[src/rtl/alu_dot_sequencer.sv]
// Coprocessor that sequences the shared ALU to compute a packed int8 dot product
// over two word vectors read from a 1-cycle-latency memory.
//
// state   | meaning
// --------+------------------------------------------------------------
// S_IDLE  | waiting for start; parameters captured on accept
// S_RD_A  | read A[idx]
// S_RD_B  | read B[idx]; A[idx] arrives and is latched
// S_MAC   | B[idx] arrives; 4-lane signed MAC of A and B into prod
// S_ACC   | acc += prod; advance idx or finish
// S_RELU  | clamp negative final sum to zero
// S_DONE  | one-cycle done pulse
module alu_dot_sequencer #(
  parameter int LEN_W       = 16,
  parameter int ADDR_STRIDE = 4
) (
  input  logic             clk,
  input  logic             reset_n,
  input  logic             start,
  input  logic             abort,
  input  logic [31:0]      base_a,
  input  logic [31:0]      base_b,
  input  logic [LEN_W-1:0] len,
  input  logic             relu_en,
  output logic             mem_ren,
  output logic [31:0]      mem_addr,
  input  logic [31:0]      mem_rdata,
  output logic [31:0]      alu_in1,
  output logic [31:0]      alu_in2,
  output logic [4:0]       alu_ctl,
  output logic             alu_sign,
  input  logic [31:0]      alu_out,
  output logic             busy,
  output logic             done,
  output logic [31:0]      result
);

  localparam logic [4:0] OP_MAC  = 5'b11011;
  localparam logic [4:0] OP_ADD  = 5'b00010;
  localparam logic [4:0] OP_RELU = 5'b11100;

  typedef enum logic [2:0] {
    S_IDLE, S_RD_A, S_RD_B, S_MAC, S_ACC, S_RELU, S_DONE
  } state_t;

  state_t state_q, state_d;

  logic [31:0]      base_a_q, base_b_q;
  logic [LEN_W-1:0] len_q;
  logic             relu_q;
  logic [31:0]      acc, prod, a_reg;
  logic [LEN_W-1:0] idx;
  logic [31:0]      offset;
  logic             last_elem;

  assign offset    = 32'(idx) * 32'(ADDR_STRIDE);
  assign last_elem = (idx == len_q - LEN_W'(1));
  assign busy      = (state_q != S_IDLE);

  always_comb begin
    state_d  = state_q;
    mem_ren  = 1'b0;
    mem_addr = '0;
    alu_in1  = '0;
    alu_in2  = '0;
    alu_ctl  = '0;
    alu_sign = 1'b0;
    done     = 1'b0;
    case (state_q)
      S_IDLE: begin
        if (start) state_d = (len == '0) ? S_DONE : S_RD_A;
      end
      S_RD_A: begin
        mem_ren  = 1'b1;
        mem_addr = base_a_q + offset;
        state_d  = S_RD_B;
      end
      S_RD_B: begin
        mem_ren  = 1'b1;
        mem_addr = base_b_q + offset;
        state_d  = S_MAC;
      end
      S_MAC: begin
        alu_in1 = a_reg;
        alu_in2 = mem_rdata;
        alu_ctl = OP_MAC;
        state_d = S_ACC;
      end
      S_ACC: begin
        alu_in1 = acc;
        alu_in2 = prod;
        alu_ctl = OP_ADD;
        if (last_elem) state_d = relu_q ? S_RELU : S_DONE;
        else           state_d = S_RD_A;
      end
      S_RELU: begin
        alu_in2 = acc;
        alu_ctl = OP_RELU;
        state_d = S_DONE;
      end
      S_DONE: begin
        done    = 1'b1;
        state_d = S_IDLE;
      end
      default: state_d = S_IDLE;
    endcase
    if (abort) state_d = S_IDLE;
  end

  // abort freezes every datapath register so result keeps its previous value
  always_ff @(posedge clk or negedge reset_n) begin
    if (!reset_n) begin
      state_q  <= S_IDLE;
      base_a_q <= '0;
      base_b_q <= '0;
      len_q    <= '0;
      relu_q   <= 1'b0;
      acc      <= '0;
      prod     <= '0;
      a_reg    <= '0;
      idx      <= '0;
      result   <= '0;
    end else begin
      state_q <= state_d;
      if (!abort) begin
        case (state_q)
          S_IDLE: begin
            if (start) begin
              base_a_q <= base_a;
              base_b_q <= base_b;
              len_q    <= len;
              relu_q   <= relu_en;
              acc      <= '0;
              idx      <= '0;
              if (len == '0) result <= '0;
            end
          end
          S_RD_B: a_reg <= mem_rdata;
          S_MAC:  prod  <= alu_out;
          S_ACC: begin
            acc <= alu_out;
            idx <= idx + LEN_W'(1);
            if (last_elem && !relu_q) result <= alu_out;
          end
          S_RELU: result <= alu_out;
          default: ;
        endcase
      end
    end
  end

endmodule

[config.mk]
export PLATFORM = sky130hd
export DESIGN_NAME = alu_dot_sequencer
export DESIGN_NICKNAME = d
export VERILOG_FILES = /design/src/rtl/alu_dot_sequencer.sv
export SDC_FILE = /design/constraint.sdc
export NUM_CORES = 1
export LEC_CHECK = 0
export ABC_CLOCK_PERIOD_IN_PS = 8900
export BUFFER_PORTS_ARGS = -buffer_cell sky130_fd_sc_hd__clkbuf_2
export CORE_MARGIN = 2
export CORE_UTILIZATION = 31
export CTS_CLUSTER_DIAMETER = 150
export CTS_CLUSTER_SIZE = 40
export DETAILED_ROUTE_END_ITERATION = 10
export MAX_ROUTING_LAYER = met4
export PLACE_DENSITY = 0.49
export SLEW_MARGIN = 30
export SYNTH_ARGS = -nofsm -noshare
export SYNTH_HDL_FRONTEND = slang
export SYNTH_SLANG_ARGS = --single-unit
[constraint.sdc]
create_clock -name clk -period 8.9 [get_ports clk]
set_input_delay 1.78 -clock clk [delete_from_list [all_inputs] [get_ports clk]]
set_output_delay 1.78 -clock clk [all_outputs]
set_load 0.02 [all_outputs]
* Word level (Yosys, flattened, before mapping) *
Index checks and enable logic that the tools add are counted.

word-level totals
  register bits = 228
  latch bits = 0
  bits in writable memories = 0
  bits in read-only memories = 0
  input port bits = 149
  output and inout bits = 137
  logic and storage cells = 59
  memories = 0

cells by class
  add/sub/neg operators = 4
  $mul = 0
  div/mod/pow operators = 0
  $lt $le $gt $ge = 0
  eq/ne operators = 11
  shifts and indexed selects = 0
  mux-type cells = 20
  bitwise logic cells = 1
  reductions and logical operators = 13

operator list
  kind                     number
  $pmux W32 S2             3
  $pmux W32 S3             2
  $mux W32                 4
  $add A32 B18 Y32         2
  $pmux W16 S2             1
  $pmux W3 S6              1
  $add A16 B1 Y16 const B  1
  $eq A16 B16 Y1           1
  $logic_not A16 Y1        1
  $mux W16                 1
  $sub A16 B1 Y16 const B  1
  $pmux W5 S3              1
  $mux W3                  4
  $eq A3 B3 Y1 const B     3
  $eq A3 B2 Y1 const B     2
  $ne A2 B2 Y1 const B     3
  $reduce_and A3 Y1        2
  $reduce_bool A3 Y1       2
  $reduce_and A5 Y1        1
  $reduce_and A2 Y1        2
  $eq A3 B1 Y1 const B     1
  $logic_not A3 Y1         1
  $ne A3 B3 Y1 const B     1
  $mux W1                  2
  6 further kinds          6

* Logic depth before layout (Yosys ltp) *
Gate-level depths: netlist of the first run.

  word-level depth = 5
  mapped depth = 18
  gate-level depth less buffers = 13

* Least setup slack after synthesis of the first run *
OpenSTA, ideal clock, no wires.

  path type = reg-to-output
  start point = register state_q[2]
  end point = output port mem_addr[20]
  arrival = 4.742 ns
  data required time = 7.120 ns
  setup slack = 2.378 ns
  stages on the path, launching flop included = 18
  path buffers = 6
  path through = dfrtp_1 clkbuf_1 nor3b_2 clkbuf_1 buf_2 buf_1 clkbuf_1 nand2_1 nand2_1 ha_1 a21o_1 a21o_1 a2111o_1 a211o_1 a21oi_1 clkbuf_1 nor3_1 nor3b_1

between the ends
  longest elaborated chain between the ends = 2
  elaborated cells on any way between the ends = 3
  classes of those cells = eq/ne: 2; mux: 1

ends and longest elaborated chain
  item                                                 RTL line  RTL
  start: declaration                                   46        state_t state_q, state_d;
  start signal: assignment                             124       state_q <= state_d;
  $eq A3 B2 Y1 / $eq A3 B1 Y1 (equally long branches)  69        case (state_q)
  $pmux W32 S2 (*)                                     69
  end: declaration                                     26        output logic [31:0] mem_addr,

Mark *: on every way between the ends. The rest lies on a longest branch, timed or not.

* Final worst setup path of the first run *
  start point = register state_q[0]
  end point = output port mem_addr[30]

The elaborated chain is that of the path after synthesis.

==> impl_results.md, run 1 <==
- Buf/Inv on CP: 2
- Residual DRC: 0
- Critical-path maximum fanout: 47
- Crit path capture: mem_addr[30]
- DIE AREA: 41600 um^2
- Final Max Tran Viols: 0
- Post-route cell area: 14600 um^2
- DR vias/cell: 5.16
- Leak pwr: 6.95 nW
- Reg-to-reg critical path endpoint: result[31]
- Post-CTS setup buffers: 0
- CTS tree: built
- Buffer depth of the longest clock path: 3
- Top cell type's share of synthesized area: 46.1%
- PwrDens: 211 nW/um^2
- RSZ-0062 raised after global routing: no
- Rel. slew slack: 33.9%
- CTS resizes: 0
- # rows: 73
- Max-cap violations: 0
- Setup Slack @ Placement: 2.67 ns
- Core outline area: 39500 um^2
- Largest stage delay on the critical path: 0.74 ns
- R2R cell count: 10
- First-pass GRT wire length: 58.9 mm
- Layout net count: 1529
- Seq/Total Area, Yosys: 46.1%
- IO Port Bufs: 284
- Placed Instances: 1874
- Synth-to-Final Area Change: 17.8%
- Iteration-0 DRC count of the detailed router: 554
- Pre-antenna DRT Iters: 4
- Status: finished clean
- Critical-path top delay cell: nor3b_4
- Skew final: 0.0138 ns
- Final hold vios: 0
- CTS Buf Count: 9
- Area after DPL: 14300 um^2
- Clock-pin slew on the worst setup and hold paths: 0.15 ns
- Worst-Skew Late Latency: 0.50 ns
- Most frequent cells in the layout: clkbuf_2, dfrtp_1, mux2_2, a22o_1, nand2_1
- Minimum clock period: 6.44 ns
- Vias: 9746
- Reg-to-Reg Start: len_q[0]
- Vias in the first global route: 9934
- Initial antenna violation count: 4
- CTS Hold Bufs: 0
- Global-route usage over all layers: 18.7%
- Crit end category: output pin
- Sequence of cells on the critical path: buf_4 > nor3b_4 > nand2_1 > nand2_1 > ha_1 > a21o_1 > a21o_1 > a2111o_1 > a211o_1 > a21oi_2 > o311ai_0 > o41ai_1 > clkbuf_2
- Worst setup path start: state_q[0]
- Die Height: 204 um
- Slew @ Worst Pin: 0.991 ns
- Top_reg_cell synth: dfrtp_1
- Data arrival, critical path: 4.66 ns
- Yosys reg bits: 228
- Worst Path Required: 7.12 ns
- Hold Path Class: reg -> reg
- Non-filler instance count after layout: 1890
- Util after Layout: 36.9%
- Synth Net Count: 1298
- Count of boundary I/O pins: 286
- FMAX: 0.155 GHz
- Die X: 204 um
- GP Congestion: 0.853
- Setup TNS Final: 0 ns
- CTS sink cnt: 228
- CP Depth: 13
- Synth top area cells: dfrtp_1, mux2_2, a22o_1, o32ai_2, nand2_1
- Dpl hpwl: 26.2 mm
- R2R Setup Slk: 5.28 ns
- Synth Instances: 1130
- H-tree depth: 1
- Most common cell after layout, fill and taps aside: clkbuf_2
- Crit path kind: reg -> out
- FILL cells: 4013
- Starting Density: 31.3%
- Largest delay share family, worst path: compound AO/OA/AOI/OAI gates
- Peak supply drop: 0.123 mV
- DRT antenna net count: 0
- Final WL: 38.4 mm
- WL per Instance: 20.3 um
- Setup ws final: 2.46 ns
- Grt ovf: 0
- Mean Syn Cell Area: 11.0 um^2
- Largest net degree at the start of global routing: 121
- YS warnings: 0
- Setup violators final: 0
- Area leader, netlist: dfrtp_1
- Post-synthesis cell type count: 66
- Final Cycle Share: 72.3%
- CTS root buffer: clkbuf_16
- Fraction of registers with async set/reset: 100%
- Share of cells above drive strength 1: 38.0%
- Synth Cell Area: 12400 um^2
- Number of flops mapped to enable cells by yosys: 0
- CP startpoint kind: flop
## cell families (layout without fill, tap and decap cells)
group | count (synthesis) | in the layout | synth area share [%]
AND/OR/NAND/NOR | 260 | 260 | 10.4
other | 1 | 5 | 0.0303
buffers and inverters | 154 | 385 | 5.24
XOR/XNOR | 45 | 45 | 3.18
multiplexers | 160 | 160 | 14.4
AO/OA/AOI/OAI | 263 | 263 | 18.7
adder cells (fa/ha/maj) | 19 | 19 | 1.98
flip-flops | 228 | 228 | 46.1
## Yosys cell counts, types with 18 or more instances
cell and number:
xor2_1 24, o32ai_2 30, a22o_1 129, mux2_2 146, nor2_1 55, ha_1 18, inv_1 71, nand2_1 89
a21oi_1 24, o21ai_0 24, xnor2_1 21, clkbuf_1 60, dfrtp_1 228
## worst register-to-register path, delay by kind of cell (launching register included)
family | cells | cell delay (ns)
AO/OA/AOI/OAI | 1 | 0.19
flip-flops | 1 | 0.46
AND/OR/NAND/NOR | 5 | 1.83
adder cells (fa/ha/maj) | 1 | 0.20
XOR/XNOR | 1 | 0.16
buffers and inverters | 2 | 0.64
## power by group
part           switching, mW  total, mW  internal (mW)
combinational          0.539       1.02          0.485
clock                  0.337      0.526          0.189
sequential             0.204       1.53           1.32
## how the worst min path moves through the flow
stage	startpoint	to	slack, ns	cells after the start
2_1_floorplan	base_b_q[29]	base_b_q[29]	0.47	1
3_3_place_gp	prod[13]	prod[13]	0.49	1
3_5_place_dp	a_reg[15]	a_reg[15]	0.50	1
4_1_cts	a_reg[31]	a_reg[31]	0.53	1
5_1_grt	a_reg[9]	a_reg[9]	0.54	1
6_report	base_b_q[13]	base_b_q[13]	0.52	1
## through the flow
step | power [mW] | hold slack, ns
3_3_place_gp | 2.57 | 0.490
6_report | 3.08 | 0.523
4_1_cts | 3.12 | 0.530
3_5_place_dp | 2.59 | 0.496
2_1_floorplan | 2.23 | 0.475
5_1_grt | 3.28 | 0.539
## area by class of cell
class | instances | area, um^2 | share of cell area, %
timing repair buffer | 303 | 1610 | 11.0
tap | 525 | 657 | 4.50
clock inverter | 2 | 16.3 | 0.111
multi-input combinational | 748 | 6110 | 41.8
antenna | 4 | 10.0 | 0.0686
sequential | 228 | 5710 | 39.1
inverter | 71 | 267 | 1.83
clock buffer | 9 | 225 | 1.54
## per-layer routing
| layer | global-route usage, % | share of wire, % |
|---|---|---|
| met5 | - | 0 |
| met2 | 30.2 | 46 |
| met4 | 3.68 | 1.7 |
| met3 | 3.08 | 6.2 |
| met1 | 25.0 | 46 |
Note: power is estimated with default switching activity, not from simulation.
==> run 2: changes to the inputs <==
--- a/config.mk
+++ b/config.mk
@@ -5,7 +5,7 @@
 export SDC_FILE = /design/constraint.sdc
 export NUM_CORES = 1
 export LEC_CHECK = 0
-export ABC_CLOCK_PERIOD_IN_PS = 8900
+export ABC_CLOCK_PERIOD_IN_PS = 5900
 export BUFFER_PORTS_ARGS = -buffer_cell sky130_fd_sc_hd__clkbuf_2
 export CORE_MARGIN = 2
 export CORE_UTILIZATION = 31
@@ -13,7 +13,7 @@
 export CTS_CLUSTER_SIZE = 40
 export DETAILED_ROUTE_END_ITERATION = 10
 export MAX_ROUTING_LAYER = met4
-export PLACE_DENSITY = 0.49
+export PLACE_DENSITY = 0.51
 export SLEW_MARGIN = 30
 export SYNTH_ARGS = -nofsm -noshare
 export SYNTH_HDL_FRONTEND = slang
==> constraint.sdc (replaced) <==
create_clock -name clk -period 5.9 [get_ports clk]
set_input_delay 1.18 -clock clk [delete_from_list [all_inputs] [get_ports clk]]
set_output_delay 1.18 -clock clk [all_outputs]
set_load 0.02 [all_outputs]
==> impl_results.md, run 2 (synthesis gave the netlist of run 1 again) <==
- Status: finished clean
- Dpl hpwl: 27.0 mm
- CTS root buffer: clkbuf_16
- Global-route usage over all layers: 18.9%
- Proportion of power drawn by flip-flops and latches: 49.5%
- CP startpoint kind: flop
- Psw: 1.64 mW
- Skew final: 0.0249 ns
- Minimum clock period: 5.57 ns
- GR Util met2: 30.2%
- Pre-antenna DRT Iters: 5
- WL per Instance: 20.5 um
- Die X: 204 um
- CTS sink cnt: 228
- Rel. slew slack: 38.8%
- Iteration-0 DRC count of the detailed router: 525
- Post-CTS setup buffers: 0
- FILL cells: 3967
- Largest net degree at the start of global routing: 121
- FMAX: 0.180 GHz
- Vias: 9818
- GP Congestion: 0.905
- Peak supply drop: 0.182 mV
- Grt ovf: 0
- Crit end category: output pin
- # rows: 73
- Most common cell after layout, fill and taps aside: clkbuf_2
- Net Sw Frac: 35.3%
- Slew @ Worst Pin: 0.918 ns
- Worst Path Required: 4.72 ns
- Leak pwr: 6.98 nW
- H-tree depth: 1
- Critical-path maximum fanout: 35
- Core outline area: 39500 um^2
- Buffer depth of the longest clock path: 3
- Clk pwr share: 17.0%
- IO Port Bufs: 284
- GR met3 Demand/Resource: 3.40%
- Setup TNS Final: 0 ns
- Most frequent cells in the layout: clkbuf_2, dfrtp_1, mux2_2, a22o_1, nand2_1
- Worst Hold Depth: 1
- Final WL: 38.9 mm
- CTS Buf Count: 9
- Final hold vios: 0
- Initial antenna violation count: 5
- Count of boundary I/O pins: 286
- Final Max Tran Viols: 0
- DIE AREA: 41600 um^2
- First-pass GRT wire length: 59.1 mm
- Worst-Skew Late Latency: 0.50 ns
- Starting Density: 31.3%
- Power Total: 4.66 mW
- GR Util met1: 25.4%
- PwrDens: 318 nW/um^2
- Synth-to-Final Area Change: 18.3%
- Data arrival, critical path: 4.39 ns
- Comb power frac: 33.4%
- Clock-pin slew on the worst setup and hold paths: 0.15 ns
- Setup violators final: 0
- R2R cell count: 10
- GRT Max-Usage Layer: met2
- Hold Path Class: reg -> reg
- Die Height: 204 um
- Layout net count: 1533
- Vias in the first global route: 9838
- DRT antenna net count: 0
- Int Power: 3.01 mW
- Crit path kind: reg -> out
- Share of cells above drive strength 1: 38.2%
- Multi-input gate area: 6110 um^2
- Max-cap violations: 0
- Reg area: 5710 um^2
- Residual DRC: 0
- Final Cycle Share: 94.4%
- CTS tree: built
- DR vias/cell: 5.18
- RSZ-0062 raised after global routing: no
run 2: cell count changes in the layout (fill, tap and decap cells not counted), sizes merged:
cell / delta
diode: +3
buf: +4
run 2: area by class of cell:
type / count / area share [%]
Antenna cell: 7 / 0.119
Inverter: 71 / 1.82
Clock buffer: 9 / 1.54
Sequential cell: 228 / 38.9
Tap cell: 525 / 4.48
Timing Repair Buffer: 307 / 11.3
Multi-Input combinational cell: 748 / 41.7
Clock inverter: 2 / 0.111
run 2: power groups by stage:
stage	clock network (mW)	logic [mW]	registers, mW
finish	0.794	1.56	2.31
global route	0.882	1.70	2.37
detailed placement	0	1.57	2.34
CTS	0.841	1.57	2.31
global placement	0	1.54	2.33
floorplan	0	1.05	2.32
run 2: worst paths after layout:
kind,start,end,slack (ns)
max,state_q[1],mem_addr[29],0.33
min,base_b_q[30],base_b_q[30],0.52
max reg2reg,len_q[0],result[16],2.03
min reg2reg,base_b_q[30],base_b_q[30],0.52
max in group asynchronous,reset_n,prod[13],4.34
min in group asynchronous,reset_n,result[4],0.56
run 2: critical path: stages, from the launching register on:
cell      delay (ns)
dfrtp_1         0.72
nor3b_4         0.60
buf_4           0.50
nand2_1         0.12
nand2_1         0.08
ha_1            0.18
and3_1          0.19
nand2_1         0.08
nor2_1          0.21
a32oi_1         0.24
or4_1           0.55
a21oi_1         0.21
clkbuf_2        0.21
run 2: routing by layer:
| layer | part of all wire [%] | vias up |
|---|---|---|
| met5 | 0 | - |
| met4 | 1.5 | 0 |
| li1 | - | 4567 |
| met3 | 6.7 | 29 |
| met1 | 46 | 4918 |
| met2 | 46 | 304 |
run 2: repair_timing:
item                                   CTS  global route
setup endpoints to repair                0             2
hold buffers                             0             0
endpoints found under the hold margin    0             0
gates resized for setup                  0             1
run 2: metrics by stage:
step / instance area (um^2) / cells / worst slack, ns / hold WS, ns / util, %
after floorplan: 12400 / 1130 / 0.0198 / 0.475 / -
after global placement: 14300 / 1877 / 0.838 / 0.489 / 36.3
after global routing: 14700 / 1895 / 0.0509 / 0.539 / 37.1
final: 14700 / 1897 / 0.332 / 0.521 / 37.1
after detailed placement: 14400 / 1878 / 0.769 / 0.492 / 36.3
after CTS: 14600 / 1889 / 0.212 / 0.526 / 36.9
